<file path="config.mk">
export PLATFORM = sky130hd
export DESIGN_NAME = acs_array_flat
export DESIGN_NICKNAME = d
export VERILOG_FILES = /design/src/rtl/acs_pkg.sv /design/src/rtl/acs_if.sv /design/src/rtl/acs_array_cell.sv /design/src/rtl/acs_array.sv /design/src/flat_wrapper.sv
export SDC_FILE = /design/constraint.sdc
export NUM_CORES = 1
export LEC_CHECK = 0
export ABC_AREA = 1
export CELL_PAD_IN_SITES_DETAIL_PLACEMENT = 0
export CELL_PAD_IN_SITES_GLOBAL_PLACEMENT = 2
export CORE_MARGIN = 5
export CORE_UTILIZATION = 31
export DETAILED_ROUTE_END_ITERATION = 12
export PLACE_DENSITY = 0.81
export RECOVER_POWER = 50
export SLEW_MARGIN = 20
export SYNTH_ARGS = -nofsm -noshare
export SYNTH_HDL_FRONTEND = slang
export SYNTH_HIERARCHICAL = 1
export SYNTH_SLANG_ARGS = --single-unit
</file>
<file path="constraint.sdc">
create_clock -name clk -period 6.5 [get_ports clk]
set_input_delay 1.3 -clock clk [delete_from_list [all_inputs] [get_ports clk]]
set_output_delay 1.3 -clock clk [all_outputs]
set_load 0.02 [all_outputs]
</file>
<file path="src/rtl/acs_pkg.sv">
// Shared types, constants and the trellis codeword helper for the ACS array.
package acs_pkg;

    localparam int K_MAX = 7;
    localparam int SI_W = K_MAX - 1;

    // Metric state loaded by reset and by an accepted start symbol
    localparam int PM_START = 0;
    localparam int START_STATE = 0;

    typedef logic [SI_W-1:0] state_idx_t;

    function automatic logic [1:0] codeword(
        input int         k,
        input int         g0,
        input int         g1,
        input state_idx_t p,
        input logic       b
    );
        logic [31:0] r;
        r = (32'(b) << (k - 1)) | 32'(p);
        return {^(r & 32'(g0)), ^(r & 32'(g1))};
    endfunction

endpackage

</file>
<file path="src/rtl/acs_if.sv">
// Symbol-in / decision-out handshake bundle of the ACS array.
interface acs_if #(
    parameter int K   = 3,
    parameter int BMW = 2,
    parameter int PMW = 8
);
    localparam int NS = 1 << (K - 1);

    logic             in_valid;
    logic             in_ready;
    logic             start;
    logic [4*BMW-1:0] bm;
    logic             out_valid;
    logic             out_ready;
    logic [NS-1:0]    dec;
    logic [NS-1:0]    st_valid;
    logic [K-2:0]     best_state;
    logic [PMW-1:0]   best_metric;

    modport master (
        output in_valid, start, bm, out_ready,
        input  in_ready, out_valid, dec, st_valid,
        input  best_state, best_metric
    );

    modport slave (
        input  in_valid, start, bm, out_ready,
        output in_ready, out_valid, dec, st_valid,
        output best_state, best_metric
    );

endinterface

</file>
<file path="src/rtl/acs_array_cell.sv">
// Combinational add-compare-select for one trellis state.
module acs_cell #(
    parameter int BMW = 2,
    parameter int PMW = 8
) (
    input  logic [PMW-1:0] pm0_i,
    input  logic [PMW-1:0] pm1_i,
    input  logic           v0_i,
    input  logic           v1_i,
    input  logic [BMW-1:0] bm0_i,
    input  logic [BMW-1:0] bm1_i,
    output logic           dec_o,
    output logic           valid_o,
    output logic [PMW:0]   sum_o
);

    logic [PMW:0] cost0;
    logic [PMW:0] cost1;

    assign cost0 = {1'b0, pm0_i} + (PMW+1)'(bm0_i);
    assign cost1 = {1'b0, pm1_i} + (PMW+1)'(bm1_i);
    assign valid_o = v0_i | v1_i;

    always_comb begin
        dec_o = 1'b0;
        sum_o = '0;
        unique case (1'b1)
            (v0_i && v1_i): begin
                // ties keep the even predecessor
                if (cost0 > cost1) begin
                    dec_o = 1'b1;
                    sum_o = cost1;
                end else begin
                    sum_o = cost0;
                end
            end
            (v0_i && !v1_i): sum_o = cost0;
            (!v0_i && v1_i): begin
                dec_o = 1'b1;
                sum_o = cost1;
            end
            default: ;
        endcase
    end

endmodule

</file>
<file path="src/rtl/acs_array.sv">
// Registered ACS array: one trellis step per accepted symbol.
// Define ACS_NORM_EN for MSB normalisation instead of saturation.
module acs_array
    import acs_pkg::*;
#(
    parameter int K   = 3,
    parameter int G0  = 7,
    parameter int G1  = 5,
    parameter int BMW = 2,
    parameter int PMW = 8
) (
    input logic  clk,
    input logic  rst_n,
    acs_if.slave io
);

    localparam int NS = 1 << (K - 1);
    localparam int SW = K - 1;
    localparam logic [NS-1:0] VLD_INIT = NS'(1) << START_STATE;

    logic [NS-1:0][PMW-1:0] pm_q, pm_d, pm_base;
    logic [NS-1:0][PMW:0]   sum;
    logic [NS-1:0]          vld_q, vld_d, vld_base;
    logic [NS-1:0]          dec_q, dec_d;
    logic [SW-1:0]          best_state_q, best_state_d;
    logic [PMW-1:0]         best_metric_q, best_metric_d;
    logic                   out_valid_q;
    logic                   accept;
    logic                   found;

    assign io.in_ready = !out_valid_q || io.out_ready;
    assign accept = io.in_valid && io.in_ready;

    always_comb begin
        pm_base = {NS{PMW'(PM_START)}};
        vld_base = VLD_INIT;
        if (!io.start) begin
            pm_base = pm_q;
            vld_base = vld_q;
        end
    end

    for (genvar s = 0; s < NS; s++) begin : g_cell
        localparam int P0 = (s << 1) & (NS - 1);
        localparam int P1 = P0 | 1;
        localparam logic B = ((s >> (K - 2)) & 1) != 0;
        localparam int CW0 =
            int'(codeword(K, G0, G1, state_idx_t'(P0), B));
        localparam int CW1 =
            int'(codeword(K, G0, G1, state_idx_t'(P1), B));

        acs_cell #(
            .BMW (BMW),
            .PMW (PMW)
        ) u_cell (
            .pm0_i   (pm_base[P0]),
            .pm1_i   (pm_base[P1]),
            .v0_i    (vld_base[P0]),
            .v1_i    (vld_base[P1]),
            .bm0_i   (io.bm[CW0*BMW +: BMW]),
            .bm1_i   (io.bm[CW1*BMW +: BMW]),
            .dec_o   (dec_d[s]),
            .valid_o (vld_d[s]),
            .sum_o   (sum[s])
        );
    end

`ifdef ACS_NORM_EN
    logic norm;

    always_comb begin
        norm = |vld_d;
        for (int s = 0; s < NS; s++) begin
            pm_d[s] = sum[s][PMW-1:0];
            if (vld_d[s] && !sum[s][PMW-1]) norm = 1'b0;
        end
        // subtracting 2^(PMW-1) from every state keeps differences
        if (norm) begin
            for (int s = 0; s < NS; s++) pm_d[s][PMW-1] = 1'b0;
        end
    end

    always_ff @(posedge clk) begin
        if (rst_n && accept) begin
            for (int s = 0; s < NS; s++) assert (!sum[s][PMW]);
        end
    end
`else
    always_comb begin
        for (int s = 0; s < NS; s++) begin
            pm_d[s] = sum[s][PMW] ? '1 : sum[s][PMW-1:0];
        end
    end
`endif

    always_comb begin
        found = 1'b0;
        best_state_d = '0;
        best_metric_d = '0;
        for (int s = 0; s < NS; s++) begin
            if (vld_d[s] && (!found || pm_d[s] < best_metric_d)) begin
                found = 1'b1;
                best_state_d = SW'(s);
                best_metric_d = pm_d[s];
            end
        end
    end

    always_ff @(posedge clk or negedge rst_n) begin
        if (!rst_n) begin
            pm_q <= '0;
            vld_q <= VLD_INIT;
            dec_q <= '0;
            best_state_q <= '0;
            best_metric_q <= '0;
            out_valid_q <= 1'b0;
        end else if (accept) begin
            pm_q <= pm_d;
            vld_q <= vld_d;
            dec_q <= dec_d;
            best_state_q <= best_state_d;
            best_metric_q <= best_metric_d;
            out_valid_q <= 1'b1;
        end else if (io.out_ready) begin
            out_valid_q <= 1'b0;
        end
    end

    assign io.out_valid = out_valid_q;
    assign io.dec = dec_q;
    assign io.st_valid = vld_q;
    assign io.best_state = best_state_q;
    assign io.best_metric = best_metric_q;

endmodule

</file>
<file path="src/flat_wrapper.sv">
// flat-port wrapper written by rule: the top's interface ports become plain ports
module acs_array_flat import acs_pkg::*;
#(
    parameter int K   = 3,
    parameter int G0  = 7,
    parameter int G1  = 5,
    parameter int BMW = 2,
    parameter int PMW = 8
)
  (clk, rst_n, io_in_valid, io_start, io_bm, io_out_ready, io_in_ready, io_out_valid, io_dec, io_st_valid, io_best_state, io_best_metric);
  acs_if #(.K(K), .BMW(BMW), .PMW(PMW)) io_i ();
  input logic clk;
  input logic rst_n;
  input wire logic [$bits(io_i.in_valid)-1:0] io_in_valid;
  input wire logic [$bits(io_i.start)-1:0] io_start;
  input wire logic [$bits(io_i.bm)-1:0] io_bm;
  input wire logic [$bits(io_i.out_ready)-1:0] io_out_ready;
  output wire logic [$bits(io_i.in_ready)-1:0] io_in_ready;
  output wire logic [$bits(io_i.out_valid)-1:0] io_out_valid;
  output wire logic [$bits(io_i.dec)-1:0] io_dec;
  output wire logic [$bits(io_i.st_valid)-1:0] io_st_valid;
  output wire logic [$bits(io_i.best_state)-1:0] io_best_state;
  output wire logic [$bits(io_i.best_metric)-1:0] io_best_metric;
  assign io_i.in_valid = io_in_valid;
  assign io_i.start = io_start;
  assign io_i.bm = io_bm;
  assign io_i.out_ready = io_out_ready;
  assign io_in_ready = io_i.in_ready;
  assign io_out_valid = io_i.out_valid;
  assign io_dec = io_i.dec;
  assign io_st_valid = io_i.st_valid;
  assign io_best_state = io_i.best_state;
  assign io_best_metric = io_i.best_metric;
  acs_array #(.K(K), .G0(G0), .G1(G1), .BMW(BMW), .PMW(PMW)) u_core (.clk(clk), .rst_n(rst_n), .io(io_i));
endmodule
</file>
======== Word-level counts from Yosys, hierarchy flattened ========
Cells that the tools add are included.
Widths: inputs -> output; s select.
word-level totals
  bits in registers ....................... 51
  input port bits ......................... 13
  output and inout port bits .............. 20
operators by class
  add/subtract/negate cells ............... 8
  magnitude comparators ................... 7
  multiplexer cells ....................... 34
  bitwise gates (word level) .............. 2
  reduce and logical (&&, ||, !) cells .... 23
operators by type and width
  operator           count
  $pmux 9 s3         4
  $add 8x2->9        8
  $mux 8             8
  $gt 9x9->1         4
  $mux 9             4
  $mux 32            1
  $lt 8x8->1         3
  $logic_and 1x1->1  10
  $mux 1             10
  $logic_not 1->1    8
  $pmux 1 s2         4
  $logic_or 1x1->1   4
  $mux 2             2
  $mux 4             1
  $or 1x1->1         2
  $reduce_bool 2->1  1

======== Longest topological paths before layout ========
Gate-level depths: netlist (run 1).
  depth in word-level cells ............... 19
  gate-level depth with buffers ........... 58
  depth with buffers taken out ............ 56

======== Cells and area by module ========
Netlist (run 1), hierarchy kept.
by module, submodules not included
  module                                  instances  cells an instance  area an instance (um^2)  seq. area each (um^2)
  acs_array                               1          435                3,119.2                  1,277.5
  acs_cell (u_core.g_cell[1].u_cell ...)  3          172                960.9                    0.0
  acs_cell (u_core.g_cell[0].u_cell)      1          175                1,031.0                  0.0

======== Worst setup path after synthesis (run 1) ========
Ideal clock, no wire load.
  path kind ............................... input-to-reg
  start point ............................. input port io_start
  end point ............................... register u_core.best_metric_q[2], in the netlist u_core/io.best_metric[2]
  data arrival time ....................... 7,836 ps
  data required time ...................... 6,435 ps
  setup slack ............................. -1,401 ps
  stages .................................. 52
  buffers on the path ..................... 4
  cells stage by stage .................... clkbuf_1 -> clkbuf_1 -> nor2_1 -> ha_1 -> fa_1 -> nand2_1 -> inv_1 -> a21o_1 -> nand2_1 -> inv_1 -> ha_1 -> nand2_1 -> inv_1 -> nand2_1 -> nand2_1 -> nand2_1 -> nand3_4 -> nand2_4 -> [16 not listed] -> nor2_1 -> a211oi_1 -> nand2_1 -> nand2_2 -> nand2_4 -> clkbuf_1 -> nand2_1 -> o21ai_0 -> ha_1 -> a21oi_1 -> nor2_1 -> a211oi_1 -> nand2_2 -> nand2_4 -> nand2_4 -> nand2_1 -> nand3_1 -> nand2_1
RTL lines
  item                  RTL line            RTL
  start, declared       flat_wrapper.sv:15  input wire logic [$bits(io_i.start)-1:0] io_start;
  end signal, assigned  acs_array.sv:122    best_metric_q <= best_metric_d;
  end, declared         acs_array.sv:26     logic [PMW-1:0] best_metric_q, best_metric_d;

==> metrics.txt, run 1 <==
uppermost layer routed met4; vias in the first global route 7825; met2 wire length 12.6 mm; crit-path max FO 8; relative slew slack -0.939; core footprint 22500 um^2; Skew-Pair Late Insertion Delay 0.30 ns; min-delay worst type reg -> reg; Clk pin slew, worst setup/hold paths 0.07 ns; slowest stage cell, crit path fa_2; startpoint type of the worst setup path input pin; GP Congestion 0.882; critical path type in -> reg; final std cells w/o fill 1712; CTS Buf Count 5; initial DRC count 379; LEAKAGE 5.67 nW; Power Dens Cells 575 nW/um^2; P_int 0.00316 W; CP peak stage delay 0.38 ns; Pre-antenna DRT Iters 4; Port-buffer cells 32; CTS tree done; switching portion of total power 0.488; final worst slack -0.838 ns; Metal-1 WL 10.9 mm; root buffer cell clkbuf_16; Net Count, Synth 1220; switching power 0.00301 W; GRT overflow 0; layout net count 1520; CTS Buffer Depth 2; die width 161 um; CTS H-tree depth 2; register share of total power 0.077; wire per inst 14.2 um; synthesized flop and latch total 51; layout cell share with drive strength beyond 1 0.345; asr flop ratio synth 1.00; Comb pwr share 0.866; top-area cell type share of the netlist area 0.178; Tmin final 7.34 ns; die boundary height 161 um; max-slew violation count 52; ranking of synthesized cells by area dfrtp_1 18%, nand2_1 17%, ha_1 13%; final core utilization 0.477; RSZ-0062 raised after global routing yes; met3 routed WL 544 um; initial antenna violation count 0; Setup violations, final 10; Layout Area Growth over Synthesis 52.6%; largest net degree at the start of global routing 62; Max-Cap Viols 1; Initial Util 0.313; hpwl dp 19.5 mm; routed vias/inst 4.67; Rows 55; first-pass GRT wire length 38.8 mm; WP data arrival 7.58 ns; Mapped Cells 1126; Final Hold Fails 0; FMAX 136 MHz; worst vdd ir 0.339 mV; hold_ws 0.482 ns; clock sink total 51; die area 25800 um^2; outcome complete, but fails checks; Synth cell types 38; aggregate routed wire length 24.4 mm; routed vias 7997; violated checks max-capacitance violations, max-slew violations, negative setup slack; largest area contributor in the netlist dfrtp_1; All-Layer GR Usage 0.183; CP endpoint kind flip-flop; diodes inserted 0; DRT antenna net count 0; Post-route DRC 0; hold buffers post-CTS 0; WP data required 6.74 ns; Pwr Total 0.00617 W; synthesized area 7030 um^2; Yosys Warn Count 6; ys flop type dfrtp_1; Tightest Pin Transition 2.91 ns; Final period util 1.13; fin area 10700 um^2; FILL cells 2350; DP Area 9590 um^2; post-synthesis sequential area ratio 0.182; average cell area after synthesis 6.25 um^2; clock power share 0.057; number of synthesized flops with an enable pin 0; final clock skew 0.00618 ns; placed instance count 1662; I/O Pins 33
-- cells by family (layout without fill, tap and decap cells) --
group / count (synthesis) / count (layout) / share of synthesized area
AO/OA/AOI/OAI: 132 / 132 / 0.103
AND/OR/NAND/NOR: 619 / 623 / 0.419
adder cells (fa/ha/maj): 81 / 81 / 0.153
XOR/XNOR: 17 / 17 / 0.0212
buffers and inverters: 226 / 523 / 0.122
flip-flops: 51 / 51 / 0.182
-- routing by layer --
layer / track usage / up-vias
li1: - / 4202
met1: 0.225 / 3679
met2: 0.348 / 93
met3: 0.0192 / 23
met4: 0.0309 / 0
met5: 0 / -
-- Yosys cell counts, types with 8 or more instances --
cell type,number
nand2_1,315
nand3_1,112
a21oi_1,15
clkbuf_1,16
ha_1,73
o21ai_0,73
fa_1,8
nor2_1,78
nand3b_1,16
o22ai_1,23
inv_1,195
nand4_1,20
dfrtp_1,50
xnor2_1,8
xor2_1,9
nand2_2,19
or2_2,15
nor2_2,9
-- critical path: cells and delay by family --
family,cells,cell delay [ns]
AOI/OAI and AO/OA,8,1.46
adders and majority gates,6,1.52
buffers and inverters,4,0.40
and+or+nand+nor,30,2.87
-- layout make-up --
type | count | area, um^2 | area share
well taps | 285 | 357 | 0.0332
multi-input cells | 853 | 5690 | 0.530
inverters | 202 | 758 | 0.0707
flip-flops and latches | 51 | 1280 | 0.119
clock buffers | 6 | 129 | 0.0120
clock inverters | 2 | 60.1 | 0.00560
repair buffers | 313 | 2460 | 0.229
-- placed cells by master, fill, tap and decap left out, types with 9 or more instances in the layout --
cell and count:
nand2_2 47, clkdlybuf4s50_1 19, ha_4 16, o21ai_1 9, nand2_4 18, nor2_4 15, nor2_1 65, inv_1 192
nand4_1 20, ha_1 54, nand3_1 102, nor2_2 13, inv_2 9, nand2_1 278, dfrtp_1 50, o22ai_1 23
o21ai_2 13, nand3_2 12, buf_4 272, o21ai_0 52, nand3b_1 16
-- flip-flops by register name (all words and copies together) (netlist names) --
| signal | count |
|---|---|
| u_core/io.dec | 4 |
| u_core/io.best_metric | 8 |
| u_core/pm_q | 32 |
| u_core/io.out_valid | 1 |
| u_core/io.st_valid | 4 |
| u_core/io.best_state | 2 |
-- path summary, 6_finish.rpt --
kind	startpoint	endpoint	slack [ns]	cells past startpoint
setup / recovery	io_start	u_core/io.best_metric[1]	-0.84	48
setup reg to reg	u_core/pm_q[8]	u_core/io.best_metric[1]	-0.02	47
hold / removal	u_core/io.best_metric[7]	u_core/io.best_metric[7]	0.48	2
hold reg to reg	u_core/io.best_metric[7]	u_core/io.best_metric[7]	0.48	2
min in group asynchronous	rst_n	u_core/io.st_valid[3]	2.03	2
max in group asynchronous	rst_n	u_core/pm_q[10]	2.80	2
-- what timing repair did --
| action | in CTS | in global routing |
|---|---|---|
| pin swaps | 29 | 67 |
| setup endpoints to repair | 10 | 10 |
| gates resized for setup | 76 | 85 |
| setup buffers | 25 | 16 |
| gates cloned | 4 | 0 |
-- per-stage QoR --
step | worst slack [ns] | TNS, ns
5_1_grt | -1.17 | -11.16
6_report | -0.838 | -7.99
4_1_cts | -0.676 | -6.58
2_1_floorplan | -0.792 | -7.84
3_5_place_dp | -1.88 | -18.58
3_3_place_gp | -1.75 | -17.31
-- power by group through the flow --
stage	combinational (W)	sequential [W]	clock (W)
6_report	0.00534	0.000478	0.000349
5_1_grt	0.00587	0.000490	0.000366
4_1_cts	0.00472	0.000479	0.000361
3_5_place_dp	0.00432	0.000483	0
3_3_place_gp	0.00429	0.000480	0
2_1_floorplan	0.00248	0.000520	0
Note: power is estimated with default switching activity, not from simulation.
==> run 2: changes to the inputs <==
--- a/config.mk
+++ b/config.mk
@@ -13,7 +13,6 @@
 export DETAILED_ROUTE_END_ITERATION = 12
 export PLACE_DENSITY = 0.81
 export RECOVER_POWER = 50
-export SLEW_MARGIN = 20
 export SYNTH_ARGS = -nofsm -noshare
 export SYNTH_HDL_FRONTEND = slang
 export SYNTH_HIERARCHICAL = 1
==> results of run 2 <==
Same layout as run 1: the final DEF is identical, and so are final timing and power.
==> run 3: changes to the inputs <==
--- a/config.mk
+++ b/config.mk
@@ -9,10 +9,12 @@
 export CELL_PAD_IN_SITES_DETAIL_PLACEMENT = 0
 export CELL_PAD_IN_SITES_GLOBAL_PLACEMENT = 2
 export CORE_MARGIN = 5
-export CORE_UTILIZATION = 31
+export CORE_UTILIZATION = 33
 export DETAILED_ROUTE_END_ITERATION = 12
-export PLACE_DENSITY = 0.81
+export DONT_BUFFER_PORTS = 1
+export PLACE_DENSITY = 0.86
 export RECOVER_POWER = 50
+export SETUP_SLACK_MARGIN = 0.2
 export SYNTH_ARGS = -nofsm -noshare
 export SYNTH_HDL_FRONTEND = slang
 export SYNTH_HIERARCHICAL = 1
==> run 3 against run 2 <==
The flow finishes with violations (negative setup slack). Sequential share of layout area up 1.1 points. Sequential power grew 12%. Combinational power decreased by 7.5%. Wire length is 3.8% lower. Clock-buffer cell count stayed put. Core utilization down 0.79 points. Global-route usage up 1.1 points.
==> metrics.txt, run 3 (synthesis results as in run 1) <==
Initial Util 0.335; die boundary height 156 um; hold path startpoint u_core/pm_q[27]; Pwr Total 0.00578 W; min-delay worst type reg -> reg; final core utilization 0.469; P_int 0.00291 W; CTS Buf Count 5; initial antenna violation count 0; placed instance count 1558; WP data required 6.73 ns; CTS Buffer Depth 2; clock power share 0.053; All-Layer GR Usage 0.194; CTS H-tree depth 2; GRT overflow 0; die area 24300 um^2; LEAKAGE 5.18 nW; Final period util 1.09; switching portion of total power 0.496; Setup violations, final 10; hpwl dp 18.4 mm; vias in the first global route 7627; Max-Cap Viols 0; final std cells w/o fill 1602; final worst slack -0.577 ns; core footprint 21000 um^2; commonest non-fill, non-tap cell in the layout nand2_1; I/O Pins 33; first-pass GRT wire length 38.8 mm; worst vdd ir 0.346 mV; wire per inst 14.6 um; critical path type in -> reg; Clk pin slew, worst setup/hold paths 0.06 ns; WP data arrival 7.31 ns; Reg-to-Reg Start u_core/pm_q[16]; GP Congestion 0.877; DRT antenna net count 0; CP peak stage delay 0.37 ns; largest net degree at the start of global routing 62; layout net count 1420; TNS Setup -5.47 ns; max FFs per register 32; Skew-Pair Late Insertion Delay 0.30 ns; Hold EP u_core/pm_q[27]; startpoint type of the worst setup path input pin; Final Hold Fails 0; Port-buffer cells 0; relative slew slack 0.612; root buffer cell clkbuf_16; initial DRC count 338; FMAX 141 MHz; final clock skew 0.00909 ns; Worst Hold Depth 2; Reg with most FFs u_core/pm_q; die width 156 um; register share of total power 0.092; Power Dens Cells 586 nW/um^2; Layout Area Growth over Synthesis 40.2%; aggregate routed wire length 23.4 mm; routed vias/inst 4.79; CTS tree done; R2R Path End u_core/io.best_metric[4]; switching power 0.00287 W; Rows 53; Pre-antenna DRT Iters 5; diodes inserted 0; violated checks negative setup slack; Tightest Pin Transition 0.583 ns; R2R depth 45; clock sink total 51; CP endpoint kind flip-flop; Tmin final 7.08 ns; slowest stage cell, crit path fa_2; layout cell share with drive strength beyond 1 0.314; pre-CTS setup slack -1.17 ns; max-slew violation count 0; Comb pwr share 0.854; RSZ-0062 raised after global routing yes; crit-path most repeated cell nand2_2; routed vias 7676; Post-route DRC 0; worst reg-to-reg setup slack -0.02 ns; crit-path max FO 36; commonest non-fill, non-tap cells in the layout 277 x nand2_1, 202 x buf_4, 191 x inv_1; outcome complete, but fails checks
==> run 3: changes by cell type in the layout (fill, tap and decap cells not counted), moves of 3 or more <==
cell	delta
buf_4	-70
clkdlybuf4s50_1	-19
nor2_4	-4
xor2_2	+3
o21ai_2	-5
nand3_2	-6
nand3_1	+6
o21ai_1	+3
dlygate4sd2_1	-7
dlygate4sd3_1	-4
nor2_2	+3
==> run 3: cell type report <==
class,instances,area [um^2]
flip-flops and latches,51,1280
inverters,202,758
fillers,2219,11200
well taps,275,344
clock inverters,2,35.0
multi-input cells,853,5640
clock buffers,6,139
repair buffers,213,1660
==> run 3: routing by layer <==
layer / part of all wire / track usage / vias to the layer above
met3: 0.031 / 0.0180 / 25
met2: 0.49 / 0.343 / 115
li1: - / - / 3994
met1: 0.47 / 0.260 / 3542
met5: 0 / 0 / -
met4: 0.016 / 0.0342 / 0
==> run 3: critical path: cells and delay by family <==
| kind | cells | cell delay (ns) |
|---|---|---|
| simple gates | 26 | 2.62 |
| fa+ha+maj | 6 | 1.57 |
| compound gates | 8 | 1.41 |
| xor+xnor | 1 | 0.19 |
| buf+inv | 2 | 0.16 |
==> run 3: power groups by stage <==
stage / sequential [W] / clock (W) / combinational, W
final: 0.000533 / 0.000308 / 0.00494
after global routing: 0.000547 / 0.000328 / 0.00550
after CTS: 0.000536 / 0.000315 / 0.00450
after detailed placement: 0.000540 / 0 / 0.00401
after global placement: 0.000538 / 0 / 0.00398
after floorplan: 0.000520 / 0 / 0.00248
==> run 3: worst max path at each step <==
stage,slack (ns),start,to
3_3_place_gp,-1.05,io_start,u_core/io.best_metric[6]
3_5_place_dp,-1.17,io_start,u_core/io.best_metric[4]
6_report,-0.58,io_start,u_core/io.best_metric[4]
5_1_grt,-1.05,io_start,u_core/io.best_metric[0]
2_1_floorplan,-0.79,io_start,u_core/io.best_metric[3]
4_1_cts,-0.39,io_start,u_core/io.best_metric[4]
==> run 3: what timing repair did <==
item	4_1_cts	5_1_grt
hold buffers	0	0
cloned	4	0
endpoints found under the setup margin	10	10
resized for setup	84	54
buffers inserted	25	7
pin swaps	49	44
==> run 3: metrics by stage <==
step	hold WS (ns)	instance area [um^2]
2_1_floorplan	0.453	7290
3_3_place_gp	0.469	8830
3_5_place_dp	0.481	8830
4_1_cts	0.496	9570
5_1_grt	0.522	9860
6_report	0.489	9860
